## config.mk

```make
export PLATFORM = sky130hd
export DESIGN_NAME = n64_poll_controller
export DESIGN_NICKNAME = d
export VERILOG_FILES = /design/src/rtl/n64_poll_controller.sv
export SDC_FILE = /design/constraint.sdc
export NUM_CORES = 1
export LEC_CHECK = 0
export CORE_ASPECT_RATIO = 1.5
export CORE_MARGIN = 2
export CORE_UTILIZATION = 52
export CTS_CLUSTER_SIZE = 28
export DETAILED_ROUTE_END_ITERATION = 12
export PLACE_DENSITY = 0.78
export SYNTH_ARGS = -nofsm -noshare
export SYNTH_HDL_FRONTEND = slang
export SYNTH_SLANG_ARGS = --single-unit
```

## constraint.sdc

```tcl
create_clock -name clock -period 2.9 [get_ports clock]
set_clock_uncertainty 0.15 [all_clocks]
set_input_delay 0.435 -clock clock [delete_from_list [all_inputs] [get_ports clock]]
set_output_delay 0.435 -clock clock [all_outputs]
set_load 0.02 [all_outputs]
```

## src/rtl/n64_poll_controller.sv

```systemverilog
// n64_poll_controller: polls an N64 controller over the open-drain one-wire link and publishes the decoded 32-bit reply.
module n64_poll_controller #(
  parameter int US_CYCLES   = 12,
  parameter int TIMEOUT_US  = 200,
  parameter int POLL_PERIOD = 200000
) (
  input  logic        clock,
  input  logic        reset,
  input  logic        start,
  input  logic        poll_en,
  input  logic        data_in,
  output logic        data_oe,
  output logic        busy,
  output logic        valid,
  output logic        err,
  output logic [15:0] buttons,
  output logic [7:0]  joy_x,
  output logic [7:0]  joy_y
);
  localparam int BIT_CYC = 4 * US_CYCLES;
  localparam int TO_CYC  = TIMEOUT_US * US_CYCLES;
  localparam int CW      = $clog2(BIT_CYC);
  localparam int TW      = $clog2(TO_CYC + 1);
  localparam int PW      = $clog2(POLL_PERIOD + 1);
  typedef enum logic [2:0] {S_IDLE, S_TX, S_WAIT_EDGE, S_SAMPLE, S_WAIT_HIGH, S_DONE, S_ERROR} state_t;
  state_t        state_q, state_d;
  logic [1:0]    sync_q, sync_d;
  logic          prev_q, prev_d;
  logic [PW-1:0] poll_q, poll_d;
  logic [CW-1:0] cnt_q, cnt_d;
  logic [3:0]    tbit_q, tbit_d;
  logic [TW-1:0] to_q, to_d, to_inc;
  logic [5:0]    bits_q, bits_d;
  logic [31:0]   sr_q, sr_d;
  logic          data_oe_q, data_oe_d, busy_q, busy_d, valid_q, valid_d, err_q, err_d;
  logic [15:0]   buttons_q, buttons_d;
  logic [7:0]    joy_x_q, joy_x_d, joy_y_q, joy_y_d;
  logic          fall, tx_last;
  always_comb begin
    sync_d    = {sync_q[0], data_in};
    prev_d    = sync_q[1];
    fall      = prev_q & ~sync_q[1];
    to_inc    = to_q + TW'(1);
    tx_last   = cnt_q == (tbit_q == 4'd8 ? CW'(US_CYCLES - 1) : CW'(BIT_CYC - 1));
    state_d   = state_q;
    poll_d    = poll_q;
    cnt_d     = cnt_q;
    tbit_d    = tbit_q;
    to_d      = '0;
    bits_d    = bits_q;
    sr_d      = sr_q;
    buttons_d = buttons_q;
    joy_x_d   = joy_x_q;
    joy_y_d   = joy_y_q;
    case (state_q)
      S_IDLE: begin
        poll_d = poll_en ? poll_q + PW'(1) : poll_q;
        if (start || (poll_en && poll_q == PW'(POLL_PERIOD - 1))) begin
          state_d = S_TX;
          poll_d  = '0;
          cnt_d   = '0;
          tbit_d  = '0;
          bits_d  = '0;
        end
      end
      S_TX: begin
        cnt_d  = tx_last ? '0 : cnt_q + CW'(1);
        tbit_d = tx_last ? tbit_q + 4'd1 : tbit_q;
        if (tx_last && tbit_q == 4'd8) state_d = S_WAIT_EDGE;
      end
      S_WAIT_EDGE: begin
        to_d  = to_inc;
        cnt_d = '0;
        if (fall) state_d = S_SAMPLE;
        else if (to_inc == TW'(TO_CYC)) state_d = S_ERROR;
      end
      // sample mid-eye: 2 us after the detected edge splits the 1 us / 3 us low times
      S_SAMPLE: begin
        cnt_d = cnt_q + CW'(1);
        if (cnt_q == CW'(2 * US_CYCLES - 1)) begin
          sr_d    = {sr_q[30:0], sync_q[1]};
          bits_d  = bits_q + 6'd1;
          state_d = S_WAIT_HIGH;
        end
      end
      S_WAIT_HIGH: begin
        to_d = sync_q[1] ? '0 : to_inc;
        if (sync_q[1]) state_d = bits_q == 6'd32 ? S_DONE : S_WAIT_EDGE;
        else if (to_inc == TW'(TO_CYC)) state_d = S_ERROR;
        if (sync_q[1] && bits_q == 6'd32) begin
          buttons_d = sr_q[31:16];
          joy_x_d   = sr_q[15:8];
          joy_y_d   = sr_q[7:0];
        end
      end
      S_DONE:  state_d = S_IDLE;
      S_ERROR: begin
        state_d = S_IDLE;
        bits_d  = '0;
      end
      default: state_d = S_IDLE;
    endcase
    data_oe_d = state_d == S_TX && cnt_d < (tbit_d < 4'd7 ? CW'(3 * US_CYCLES) : CW'(US_CYCLES));
    busy_d    = !(state_d inside {S_IDLE, S_DONE});
    valid_d   = state_d == S_DONE;
    err_d     = state_d == S_ERROR;
  end
  always_ff @(posedge clock) begin
    if (reset) begin
      state_q   <= S_IDLE;
      sync_q    <= 2'b11;
      prev_q    <= 1'b1;
      poll_q    <= '0;
      cnt_q     <= '0;
      tbit_q    <= '0;
      to_q      <= '0;
      bits_q    <= '0;
      sr_q      <= '0;
      data_oe_q <= 1'b0;
      busy_q    <= 1'b0;
      valid_q   <= 1'b0;
      err_q     <= 1'b0;
      buttons_q <= '0;
      joy_x_q   <= '0;
      joy_y_q   <= '0;
    end else begin
      state_q   <= state_d;
      sync_q    <= sync_d;
      prev_q    <= prev_d;
      poll_q    <= poll_d;
      cnt_q     <= cnt_d;
      tbit_q    <= tbit_d;
      to_q      <= to_d;
      bits_q    <= bits_d;
      sr_q      <= sr_d;
      data_oe_q <= data_oe_d;
      busy_q    <= busy_d;
      valid_q   <= valid_d;
      err_q     <= err_d;
      buttons_q <= buttons_d;
      joy_x_q   <= joy_x_d;
      joy_y_q   <= joy_y_d;
    end
  end
  assign data_oe = data_oe_q;
  assign busy    = busy_q;
  assign valid   = valid_q;
  assign err     = err_q;
  assign buttons = buttons_q;
  assign joy_x   = joy_x_q;
  assign joy_y   = joy_y_q;
endmodule

```

# --- Word-level counts from Yosys, hierarchy flattened ---
# Cells that the tools add are included.
word_totals:
  word_cells: 79
  input_bits: 5
  mem_count: 0
  latch_bits: 0
  reg_bits: 120
  mem_bits_ro: 0
  out_inout_bits: 36
  mem_bits_rw: 0
op_classes:
  n_addsub: 5
  shifts: 0
  order_cmp: 2
  muxes: 23
  bitwise: 2
  mul: 0
  div_mod_pow: 0
  reduce_logical: 15
  eq_ne: 16
ops:
  columns: ["operator", "n"]
  rows:
  - ["18-bit two-way mux", 2]
  - ["6-bit two-way mux", 6]
  - ["12-bit one-hot mux with 2 select lines", 1]
  - ["6-bit one-hot mux with 4 select lines", 1]
  - ["3-bit two-way mux", 7]
  - ["18-bit by 1-bit adder with 18-bit output (second input constant)", 1]
  - ["18-bit equality test (second input constant)", 1]
  - ["6-bit one-hot mux with 3 select lines", 1]
  - ["3-bit one-hot mux with 5 select lines", 1]
  - ["12-bit by 1-bit adder with 12-bit output (second input constant)", 1]
  - ["6-bit by 1-bit adder with 6-bit output (second input constant)", 2]
  - ["12-bit equality test (second input constant)", 1]
  - ["3-bit equality test (second input constant)", 4]
  - ["12-bit two-way mux", 1]
  - ["4-bit two-way mux", 2]
  - ["4-bit one-hot mux with 2 select lines", 1]
  - ["3-bit by 1-bit equality test with 1-bit output (second input constant)", 2]
  - ["3-bit by 2-bit equality test with 1-bit output (second input constant)", 2]
  - ["6-bit by 5-bit equality test with 1-bit output (second input constant)", 1]
  - ["6-bit equality test", 1]
  - ["6-bit equality test (second input constant)", 1]
  - ["3-bit zero test", 2]
  - ["6-bit < comparator", 1]
  - ["2-bit AND reduction", 3]
  - ["12 further kinds", 17]

# --- Depth between registers and ports, before layout ---
# Gate-level depths: netlist (run 1).
logic_depth:
  word_depth: 9
  depth_mapped: 13
  depth_no_buf: 13

# --- Worst setup path after synthesis (run 1) ---
# Ideal clock, no wire load.
synth_path:
  kind: "register -> register"
  start: "register poll_q[9]"
  end: "register data_oe_q (netlist: data_oe)"
  t_required_ns: 2.689
  path_stages_with_launch: 12
  setup_ns: 0.061
  period_less_slack_ns: 3.119
  path_buffers: 0
  arrival_ns: 2.908
  slack_ns: -0.219
  cell_sequence: "dfxtp_1 -> or4b_4 -> nor4_4 -> a21oi_2 -> a21oi_2 -> o22ai_1 -> ha_1 -> and3_1 -> o21ai_0 -> nand2_1 -> a311oi_1 -> and4b_1"
synth_via:
  elab_cells_between_ends: 14
  classes_between: "order compare: 2; eq/ne: 2; mux: 7; reduce/logical: 3"
synth_lines:
  columns: ["item", "line", "source"]
  rows:
  - ["from (decl)", "29", "logic [PW-1:0] poll_q, poll_d;"]
  - ["from (signal assigned)", "130", "poll_q <= poll_d;"]
  - ["18-bit equality test", "58", "if (start || (poll_en && poll_q == PW'(POLL_PERIOD - 1))) begin"]
  - ["1-bit logical AND", "58", null]
  - ["1-bit logical OR", "58", null]
  - ["6-bit two-way mux", "58", null]
  - ["6-bit one-hot mux with 4 select lines", "55", "case (state_q)"]
  - ["net cnt_d[5]", "30", "logic [CW-1:0] cnt_q, cnt_d;"]
  - ["6-bit < comparator", "103", "data_oe_d = state_d == S_TX && cnt_d < (tbit_d < 4'd7 ? CW'(3 * US_CYCLES) : CW'(US_CYCLES));"]
  - ["1-bit logical AND", "103", null]
  - ["to (signal assigned)", "136", "data_oe_q <= data_oe_d;"]
  - ["to (decl)", "35", "logic data_oe_q, data_oe_d, busy_q, busy_d, valid_q, valid_d, err_q, err_d;"]
# The timed path passes the listed nets, and every way through them passes these cells.
# A chain may end at the register's enable or synchronous reset.

# --- Worst setup path in the final report (run 1) ---
layout_path:
  start: "register poll_q[15]"
  end: "register data_oe_q (netlist: data_oe)"
layout_via:
  elab_chain_len: 9
  elab_cells_between_ends: 14
  classes_between: "order compare: 2; eq/ne: 2; mux: 7; reduce/logical: 3"
layout_rtl:
  columns: ["item", "line"]
  rows:
  - ["18-bit equality test *", "58"]
  - ["1-bit logical AND *", "58"]
  - ["1-bit logical OR *", "58"]
  - ["4-bit two-way mux", "58"]
  - ["4-bit one-hot mux with 2 select lines", "55"]
  - ["4-bit by 3-bit < comparator with 1-bit output", "103"]
  - ["6-bit two-way mux", "103"]
  - ["6-bit < comparator", "103"]
  - ["1-bit logical AND *", "103"]
# Mark *: on every way between the ends. The rest lies on a longest branch, timed or not.

==> results of run 1 <==
==> per-stage QoR <==
stage | setup slack [ns] | instances | TNS [ns] | utilization
after global routing | -0.204 | 874 | -0.204 | 0.672
after global placement | -0.250 | 840 | -0.250 | 0.610
final | -0.0215 | 874 | -0.0215 | 0.672
after floorplan | -0.0994 | 667 | -0.0994 | -
after detailed placement | -0.299 | 840 | -0.299 | 0.610
after CTS | -0.0373 | 871 | -0.0373 | 0.667
==> state kept, by name, summed over array words and instances, names as in the netlist <==
register	count
cnt_q	6
data_oe	1
bits_q	6
tbit_q	4
prev_q	1
to_q	12
state_q	3
busy	1
valid	1
joy_x	8
joy_y	8
err	1
buttons	16
sr_q	32
sync_q	2
poll_q	18
==> cell type report <==
| class | instances | area (µm²) | share of cell area |
|---|---|---|---|
| Inverter | 16 | 60.1 | 0.00886 |
| Clock buffer | 20 | 457 | 0.0674 |
| Clock inverter | 11 | 98.8 | 0.0146 |
| Timing Repair Buffer | 96 | 816 | 0.120 |
| Tap cell | 117 | 146 | 0.0216 |
| Sequential cell | 120 | 2400 | 0.355 |
| Multi-Input combinational cell | 494 | 2790 | 0.412 |
==> layer usage <==
layer / GRT usage / vias up
li1: - / 2465
met2: 0.428 / 144
met3: 0.0590 / 41
met5: 0 / -
met4: 0.119 / 0
met1: 0.274 / 2402
==> worst min path at each step <==
stage	from	to	slack (ns)	depth (start not counted)
6_report	reset	tbit_q[3]	0.19	2
2_1_floorplan	sync_q[0]	sync_q[1]	0.24	1
5_1_grt	reset	tbit_q[3]	0.19	2
3_5_place_dp	sync_q[0]	sync_q[1]	0.24	1
4_1_cts	reset	tbit_q[3]	0.18	2
3_3_place_gp	sync_q[0]	sync_q[1]	0.24	1
==> cells by family (layout without fill, tap and decap cells) <==
family | Yosys count | after routing
simple gates | 320 | 320
flops | 120 | 120
mux | 5 | 5
fa+ha+maj | 9 | 9
buf+inv | 53 | 143
xor+xnor | 24 | 24
compound gates | 136 | 136
==> repair_timing <==
| action | in CTS | in global routing |
|---|---|---|
| gates resized for setup | 4 | 5 |
| buffers inserted | 0 | 3 |
| hold buffers | 0 | 0 |
| endpoints found under the setup margin | 1 | 1 |
| pin swaps | 5 | 3 |
==> power breakdown <==
part           switching, W  internal [W]
registers        0.00000794       0.00166
logic             0.0000892     0.0000531
clock network      0.000748       0.00122
total              0.000846       0.00293
==> cell usage in the layout (no fill, tap or decap), drive strengths merged, types with 11 or more instances in the layout <==
cell / instances
a21oi: 88
buf: 57
clkbuf: 20
clkdlybuf4s50: 39
dfxtp: 120
inv: 18
nand2: 155
nand3: 28
nor2: 40
nor3: 22
o21ai: 11
xnor2: 18
==> flow_metrics.env, run 1 <==
export IMPL_status="complete, but fails checks"
export IMPL_violations="negative setup slack"
export IMPL_finalHoldViolCount=0
export IMPL_end_kind="flop"
export IMPL_ctsHtreeMaxLevel=4
export IMPL_antenna_found_initial=0
export IMPL_dieHeight_um=128
export IMPL_dr_total_vias=5052
export IMPL_hp_class="input port to flop"
export IMPL_syn_area_um2=5360
export IMPL_muxShareOfSynthArea=0.00933
export IMPL_io_buffer_count=40
export IMPL_vias_per_cell=5.78
export IMPL_synth_xor_area_share=0.0392
export IMPL_wire_per_inst_um=14.9
export IMPL_met3_length_um=514
export IMPL_syn2layout_area_growth_pct=26.3
export IMPL_num_rows=45
export IMPL_track_usage=0.245
export IMPL_min_period_ns=2.92
export IMPL_final_period_utilization=1.01
export IMPL_critPathLaunchType="flop"
export IMPL_synth_top_family_by_area="simple AND/OR/NAND/NOR gates"
export IMPL_slew_limit_headroom=0.502
export IMPL_synth_main_ff_cell="dfxtp_1"
export IMPL_cp_common_cell="a21oi_2"
export IMPL_wirelength_met1_mm=5.26
export IMPL_nets=759
export IMPL_grt_max_degree=52
export IMPL_path_cells="or4b_4, nor4_4, buf_4, a21oi_2, mux2i_1, o221ai_1, ha_1, and3_4, a21oi_2, nand2_1, a311oi_1, and4b_1"
export IMPL_final_area_um2=6780
export IMPL_syn_nets=681
export IMPL_diodes=0
export IMPL_path_depth=12
export IMPL_clkSlewWorstSetupHoldPaths_ns=0.05
export IMPL_rr_endpoint="data_oe"
export IMPL_synth_seq_cells=120
export IMPL_first_iter_violations=294
export IMPL_p_leak_nw=2.31
export IMPL_post_synth_top_count_cell="nand2_1"
export IMPL_holdWs_ns=0.195
export IMPL_fin_ws_ns=-0.0215
export IMPL_synthTopCellsByArea="dfxtp_1 (45%), nand2_1 (11%), a21oi_1 (7.9%)"
export IMPL_grt_pass1_wl_mm=22.1
export IMPL_crit_family="simple AND/OR/NAND/NOR gates"
export IMPL_crit_slowest_cell="or4b_4"
export IMPL_synth_commonest_cells="nand2_1 (155), dfxtp_1 (120), a21oi_1 (85), nor2_1 (40), clkbuf_1 (30)"
export IMPL_initial_utilization=0.532
export IMPL_timing_rr_start="poll_q[15]"
export IMPL_rsz0062_at_grt="yes"
export IMPL_clock_sinks=120
export IMPL_synthArstFlopShare=0
export IMPL_crit_fanout=3
export IMPL_endpoint="data_oe"
export IMPL_ff2ff_path_depth=12
export IMPL_synth_cell_type_count=60
export IMPL_fmax_mhz=342
export IMPL_cts_buffers_inserted=17
export IMPL_powerDensity_nw_per_um2=557
export IMPL_wl_mm=13.0
export IMPL_synthAdderAreaFrac=0.0210
export IMPL_drc_errors=0
export IMPL_synthSimpleGateAreaFrac=0.287
export IMPL_ant_nets=0
export IMPL_dpl_instance_area_um2=6150
export IMPL_drive_gt1_frac=0.157
export IMPL_synth_compound_area_frac=0.152
export IMPL_ios=41
export IMPL_gp_congestion=0.925
export IMPL_critical_path_class="flop to flop"
export IMPL_finalSetupViolations=1
export IMPL_syn_avg_cell_area_um2=8.04
export IMPL_netlist_area_leader_share=0.448
export IMPL_vdd_drop_max_mv=0.408
export IMPL_maxCapViolCount=0
export IMPL_synth_edf_count=0
export IMPL_r2r_slack_ns=-0.02
export IMPL_grt_ovfl_total=0
export IMPL_ys_seq_area_frac=0.448
export IMPL_worst_path_buf_inv=1
export IMPL_clockBufferDepth=2
export IMPL_yosys_warnings=0
export IMPL_die_w_um=86.9
export IMPL_total_power_w=0.00377
export IMPL_dpl_hpwl_mm=8.72
export IMPL_fp_dieArea_um2=11200
export IMPL_first_pass_iters=5
export IMPL_worst_slew_pin_slew_ns=0.747
export IMPL_synthCells=667
export IMPL_core_um2=10100
export IMPL_cts_root_buf="clkbuf_16"
export IMPL_fillCellCount=812
export IMPL_slew_violations=0
export IMPL_cp_startpoint="poll_q[15]"
export IMPL_worstPathArrival_ns=3.12
export IMPL_wl_met2_mm=6.77
export IMPL_cp_data_required_time_ns=3.10
export IMPL_worst_skew_pair_late_latency_ns=0.40
export IMPL_routed_top_layer="met4"
export IMPL_synth_top_cell_by_area="dfxtp_1"
export IMPL_cts_tree="done"
export IMPL_grt_pass1_vias=4951
export IMPL_crit_path_max_incr_delay_ns=0.54
No activity file was read; power rests on OpenSTA's default activity.
==> inputs of run 2 (changes only) <==
--- a/config.mk
+++ b/config.mk
@@ -7,9 +7,10 @@
 export LEC_CHECK = 0
 export CORE_ASPECT_RATIO = 1.5
 export CORE_MARGIN = 2
-export CORE_UTILIZATION = 52
+export CORE_UTILIZATION = 57
 export CTS_CLUSTER_SIZE = 28
 export DETAILED_ROUTE_END_ITERATION = 12
+export DONT_BUFFER_PORTS = 1
 export PLACE_DENSITY = 0.78
 export SYNTH_ARGS = -nofsm -noshare
 export SYNTH_HDL_FRONTEND = slang
==> run 2 against run 1 <==
  * The run still ends with negative setup slack left
  * Clock-buffer cell count is 3 lower
  * Critical path depth increased by 1
  * Global-route usage increased by 1.3 points
  * Wire length shrank 0.65%
  * Worst hold slack worse by 0.15 ns
  * Combinational power decreased by 15%
  * Largest power group unchanged
==> flow_metrics.env, run 2 (same netlist as run 1, synthesis figures left out) <==
export IMPL_critical_path_class="flop to flop"
export IMPL_track_usage=0.258
export IMPL_final_core_util=0.687
export IMPL_vias_per_cell=5.94
export IMPL_crit_path_max_incr_delay_ns=0.32
export IMPL_cts_root_buf="clkbuf_16"
export IMPL_dpl_hpwl_mm=8.50
export IMPL_grt_ovfl_total=0
export IMPL_worst_slew_pin_slew_ns=0.852
export IMPL_critPathLaunchType="flop"
export IMPL_holdPathStages=2
export IMPL_pwr_share_seq=0.435
export IMPL_nets=705
export IMPL_multi_input_area_um2=2790
export IMPL_status="complete, but fails checks"
export IMPL_pre_cts_ws_ns=-0.220
export IMPL_clock_sinks=120
export IMPL_vdd_drop_max_mv=0.527
export IMPL_ant_nets=0
export IMPL_dieHeight_um=123
export IMPL_end_kind="flop"
export IMPL_maxCapViolCount=0
export IMPL_cp_data_required_time_ns=3.10
export IMPL_final_common_cell="nand2_1"
export IMPL_fmax_mhz=334
export IMPL_internal_power_w=0.00291
export IMPL_diodes=0
export IMPL_final_area_um2=6320
export IMPL_worstPathArrival_ns=3.20
export IMPL_ctsHtreeMaxLevel=4
export IMPL_path_cells="buf_4, ha_1, nor4b_2, mux2i_1, and2b_1, mux2i_1, o221a_1, ha_1, and3_4, o21ai_2, nand2_1, a311oi_2, and4b_1"
export IMPL_layout_common_cells="nand2_1 (155), dfxtp_1 (119), a21oi_1 (84)"
export IMPL_fillCellCount=729
export IMPL_regMostFlops="sr_q"
export IMPL_gp_congestion=0.906
export IMPL_syn2layout_area_growth_pct=17.8
export IMPL_min_period_ns=2.99
export IMPL_cts_tree="done"
export IMPL_largest_reg_flops=32
export IMPL_fin_ws_ns=-0.0945
export IMPL_final_period_utilization=1.03
export IMPL_first_iter_violations=391
export IMPL_p_leak_nw=2.10
export IMPL_drc_errors=0
export IMPL_num_rows=43
export IMPL_pwr_share_comb=0.032
export IMPL_p_clk_frac=0.534
export IMPL_drive_gt1_frac=0.149
export IMPL_initial_utilization=0.583
export IMPL_hp_class="input port to flop"
export IMPL_finalSetupViolations=1
export IMPL_slew_violations=0
export IMPL_worst_skew_pair_late_latency_ns=0.42
export IMPL_clkSlewWorstSetupHoldPaths_ns=0.06
export IMPL_grt_pass1_wl_mm=21.3
export IMPL_io_buffer_count=0
export IMPL_dr_total_vias=4843
export IMPL_crit_fanout=5
export IMPL_die_w_um=83.2
export IMPL_first_pass_iters=5
export IMPL_wl_mm=12.9
export IMPL_clockBufferDepth=2
export IMPL_total_power_w=0.00384
export IMPL_core_um2=9200
export IMPL_crit_slowest_cell="dfxtp_1"
export IMPL_grt_max_degree=81
export IMPL_rsz0062_at_grt="yes"
export IMPL_cts_buffers_inserted=17
export IMPL_finalHoldViolCount=0
export IMPL_ios=41
export IMPL_fp_dieArea_um2=10200
export IMPL_p_sw_w=0.000929
export IMPL_dpl_instance_area_um2=5620
export IMPL_grt_pass1_vias=4744
export IMPL_holdWs_ns=0.0406
export IMPL_ff2ff_path_depth=13
export IMPL_wire_per_inst_um=15.8
export IMPL_antenna_found_initial=0
export IMPL_slew_limit_headroom=0.417
export IMPL_switching_share=0.242
export IMPL_powerDensity_nw_per_um2=608
export IMPL_violations="negative setup slack"
export IMPL_seq_area_um2=2400
## run 2: cell types whose count changed in the layout (fill, tap and decap cells not counted), sizes merged
cell	previous run	this run
clkdlybuf4s50	39	0
clkbuf	20	17
clkinvlp	3	4
clkinv	5	1
buf	57	40
inv	18	25
dlygate4sd3	0	2
## run 2: final timing paths
check                               start  slack (ns)   endpoint
worst max-delay path            tbit_q[0]       -0.09    data_oe
worst min-delay path              poll_en        0.04  poll_q[0]
worst max register to register  tbit_q[0]       -0.09    data_oe
worst min register to register  sync_q[0]        0.28  sync_q[1]
## run 2: worst max-delay path: cells and delay by family (launching register included)
family	cells	cell delay [ns]
compound gates	3	0.52
mux	2	0.22
flops	1	0.32
buf+inv	1	0.15
fa+ha+maj	2	0.58
simple gates	5	0.99
## run 2: power groups by stage
| stage | Combinational, W | Sequential, W | Clock (W) |
|---|---|---|---|
| floorplan | 0.0000834 | 0.00170 | 0 |
| global placement | 0.0000903 | 0.00171 | 0 |
| detailed placement | 0.0000931 | 0.00171 | 0 |
| CTS | 0.000118 | 0.00167 | 0.00206 |
| global route | 0.000131 | 0.00167 | 0.00214 |
| finish | 0.000121 | 0.00167 | 0.00205 |
## run 2: area by class of cell
cell class	count	share of cell area
Multi-Input combinational cell	494	0.442
Sequential cell	120	0.380
Clock buffer	17	0.0673
Timing Repair Buffer	42	0.0539
Clock inverter	15	0.0246
Tap cell	112	0.0222
Inverter	16	0.00950
## run 2: through the flow
step                      cells  setup TNS, ns
after global routing        816         -0.300
final                       816        -0.0945
after CTS                   814        -0.0989
after detailed placement    778         -0.220
after floorplan             667        -0.0994
after global placement      778         -0.101
## run 2: layer usage
layer  share of wire  GRT usage  wire length, µm
met1            0.39      0.270             5040
met2            0.53      0.465             6860
met3           0.040     0.0706              521
met4           0.038      0.143              486
met5               0          0                0
## run 2: what timing repair did
action / CTS / global route
gates resized for setup: 2 / 7
hold buffers: 3 / 0
pin swaps: 3 / 3
hold endpoints to repair: 80 / 0
setup buffers: 1 / 2
endpoints found under the setup margin: 1 / 1
==> inputs of run 3 (changes only) <==
--- a/config.mk
+++ b/config.mk
@@ -5,7 +5,7 @@
 export SDC_FILE = /design/constraint.sdc
 export NUM_CORES = 1
 export LEC_CHECK = 0
-export CORE_ASPECT_RATIO = 1.5
+export CORE_ASPECT_RATIO = 0.8
 export CORE_MARGIN = 2
 export CORE_UTILIZATION = 57
 export CTS_CLUSTER_SIZE = 28
==> run 3 against run 2 <==
  * The flow still finishes with violations (negative setup slack)
  * Setup slack got worse by 0.066 ns
  * Utilization increased by 2.9 points
  * Wire length increased by 1.2%
  * Sequential power about the same
  * Design area increased by 3.2%
  * Critical path depth decreased by 1
  * Die area decreased by 0.11%
  * First-iteration DRC count decreased by 3.6%
  * Non-clock buffer count increased by 9
  * Final cell count increased by 1.5%
  * Critical path type unchanged
  * Critical endpoint unchanged
  * Highest routed layer unchanged
==> flow_metrics.env, run 3 (same netlist as run 1, synthesis figures left out) <==
export IMPL_status="complete, but fails checks"
export IMPL_violations="negative setup slack"
export IMPL_finalHoldViolCount=0
export IMPL_path_cells="or4b_4, nor4_4, buf_4, a21oi_2, mux2i_2, o221ai_1, ha_1, and3_4, o21ai_2, nand2_1, a311oi_1, and4b_1"
export IMPL_first_pass_iters=6
export IMPL_first_iter_violations=377
export IMPL_end_kind="flop"
export IMPL_finalSetupViolations=1
export IMPL_slew_limit_headroom=0.503
export IMPL_grt_ovfl_total=0
export IMPL_ios=41
export IMPL_final_cells=828
export IMPL_fin_ws_ns=-0.161
export IMPL_worst_path_buf_inv=1
export IMPL_dr_total_vias=4901
export IMPL_wire_per_inst_um=15.8
export IMPL_fin_setup_tns_ns=-0.161
export IMPL_crit_slowest_cell="or4b_4"
export IMPL_crit_fanout=3
export IMPL_crit_family="simple AND/OR/NAND/NOR gates"
export IMPL_dieHeight_um=90.8
export IMPL_timing_rr_start="poll_q[14]"
export IMPL_drc_errors=0
export IMPL_num_rows=31
export IMPL_cts_root_buf="clkbuf_16"
export IMPL_holdWs_ns=0.0449
export IMPL_dpl_hpwl_mm=8.24
export IMPL_gp_congestion=0.942
export IMPL_io_buffer_count=0
export IMPL_p_leak_nw=2.24
export IMPL_ant_nets=0
export IMPL_grt_pass1_vias=4697
export IMPL_cts_tree="done"
export IMPL_clockBufferDepth=2
export IMPL_largest_reg_flops=32
export IMPL_final_common_cell="nand2_1"
export IMPL_slew_violations=0
export IMPL_worst_skew_pair_late_latency_ns=0.41
export IMPL_nets=714
export IMPL_fp_dieArea_um2=10200
export IMPL_track_usage=0.265
export IMPL_wl_mm=13.1
export IMPL_met2_usage=0.434
export IMPL_regMostFlops="sr_q"
export IMPL_use_met3=0.0671
export IMPL_initial_utilization=0.588
export IMPL_ctsHtreeMaxLevel=4
export IMPL_place_inst=790
export IMPL_grt_max_degree=80
export IMPL_worstPathArrival_ns=3.27
export IMPL_critical_path_class="flop to flop"
export IMPL_diodes=0
export IMPL_busiest_layer="met2"
export IMPL_powerDensity_nw_per_um2=651
export IMPL_fmax_mhz=327
export IMPL_syn2layout_area_growth_pct=21.6
export IMPL_grt_use_met1=0.336
export IMPL_final_period_utilization=1.06
export IMPL_cts_buffers_inserted=17
export IMPL_rsz0062_at_grt="yes"
export IMPL_antenna_found_initial=0
export IMPL_maxCapViolCount=0
export IMPL_critPathLaunchType="flop"
export IMPL_layout_common_cells="nand2_1 (155), dfxtp_1 (117), a21oi_1 (84)"
export IMPL_core_um2=9110
export IMPL_clock_sinks=120
export IMPL_die_w_um=112
export IMPL_clkSlewWorstSetupHoldPaths_ns=0.06
export IMPL_hold_start="poll_en"
export IMPL_worst_slew_pin_slew_ns=0.727
export IMPL_cp_startpoint="poll_q[14]"
export IMPL_grt_pass1_wl_mm=22.0
export IMPL_hp_class="input port to flop"
export IMPL_vias_per_cell=5.92
export IMPL_drive_gt1_frac=0.164
export IMPL_min_period_ns=3.06
export IMPL_vdd_drop_max_mv=0.582
export IMPL_crit_path_max_incr_delay_ns=0.54
export IMPL_cp_data_required_time_ns=3.11
==> run 3: final timing paths <==
| check | endpoint | slack, ns | cells past startpoint |
|---|---|---|---|
| worst max register to register | data_oe | -0.16 | 12 |
| worst max-delay path | data_oe | -0.16 | 12 |
| worst min-delay path | poll_q[1] | 0.04 | 2 |
| worst min register to register | sync_q[1] | 0.28 | 1 |
==> run 3: worst reg2reg max path: cells and delay by family, from the launching register on <==
kind            cells  cell delay [ns]
mux                 1             0.16
fa+ha+maj           1             0.34
flops               1             0.30
simple gates        5             1.26
buf+inv             1             0.17
compound gates      4             0.62
==> run 3: where the power goes <==
part           switching (W)  internal (W)
Sequential         0.0000102       0.00166
Combinational      0.0000811     0.0000467
Clock               0.000744       0.00171
Total               0.000836       0.00341
==> run 3: stage by stage <==
stage          cell area (µm²)  power (W)  worst slack, ns   util
6_report                  6520    0.00425           -0.161  0.716
5_1_grt                   6520    0.00436           -0.269  0.716
4_1_cts                   6480    0.00427          -0.0166  0.711
3_5_place_dp              5690    0.00180           -0.152  0.624
3_3_place_gp              5690    0.00180          -0.0219  0.624
2_1_floorplan             5380    0.00179          -0.0994      -
==> run 3: layout make-up <==
type,count,area [µm²]
Clock buffer,22,484
Fill cell,663,2590
Sequential cell,120,2410
Clock inverter,10,211
Tap cell,115,144
Multi-Input combinational cell,494,2810
Timing Repair Buffer,51,412
Inverter,16,60.1
==> run 3: metal layers <==
layer  share of wire  vias up  routed length [µm]
met3           0.062       32                 811
li1                -     2383                   -
met1            0.44     2306                5730
met2            0.48      180                6240
met4           0.021        0                 279
met5               0        -                   0
==> run 3: timing repair <==
| item | CTS | global route |
|---|---|---|
| pin swaps | 9 | 13 |
| hold endpoints to repair | 79 | 0 |
| buffers inserted | 1 | 2 |
| setup endpoints to repair | 1 | 1 |
| hold buffers | 3 | 0 |
| gates resized for setup | 8 | 8 |
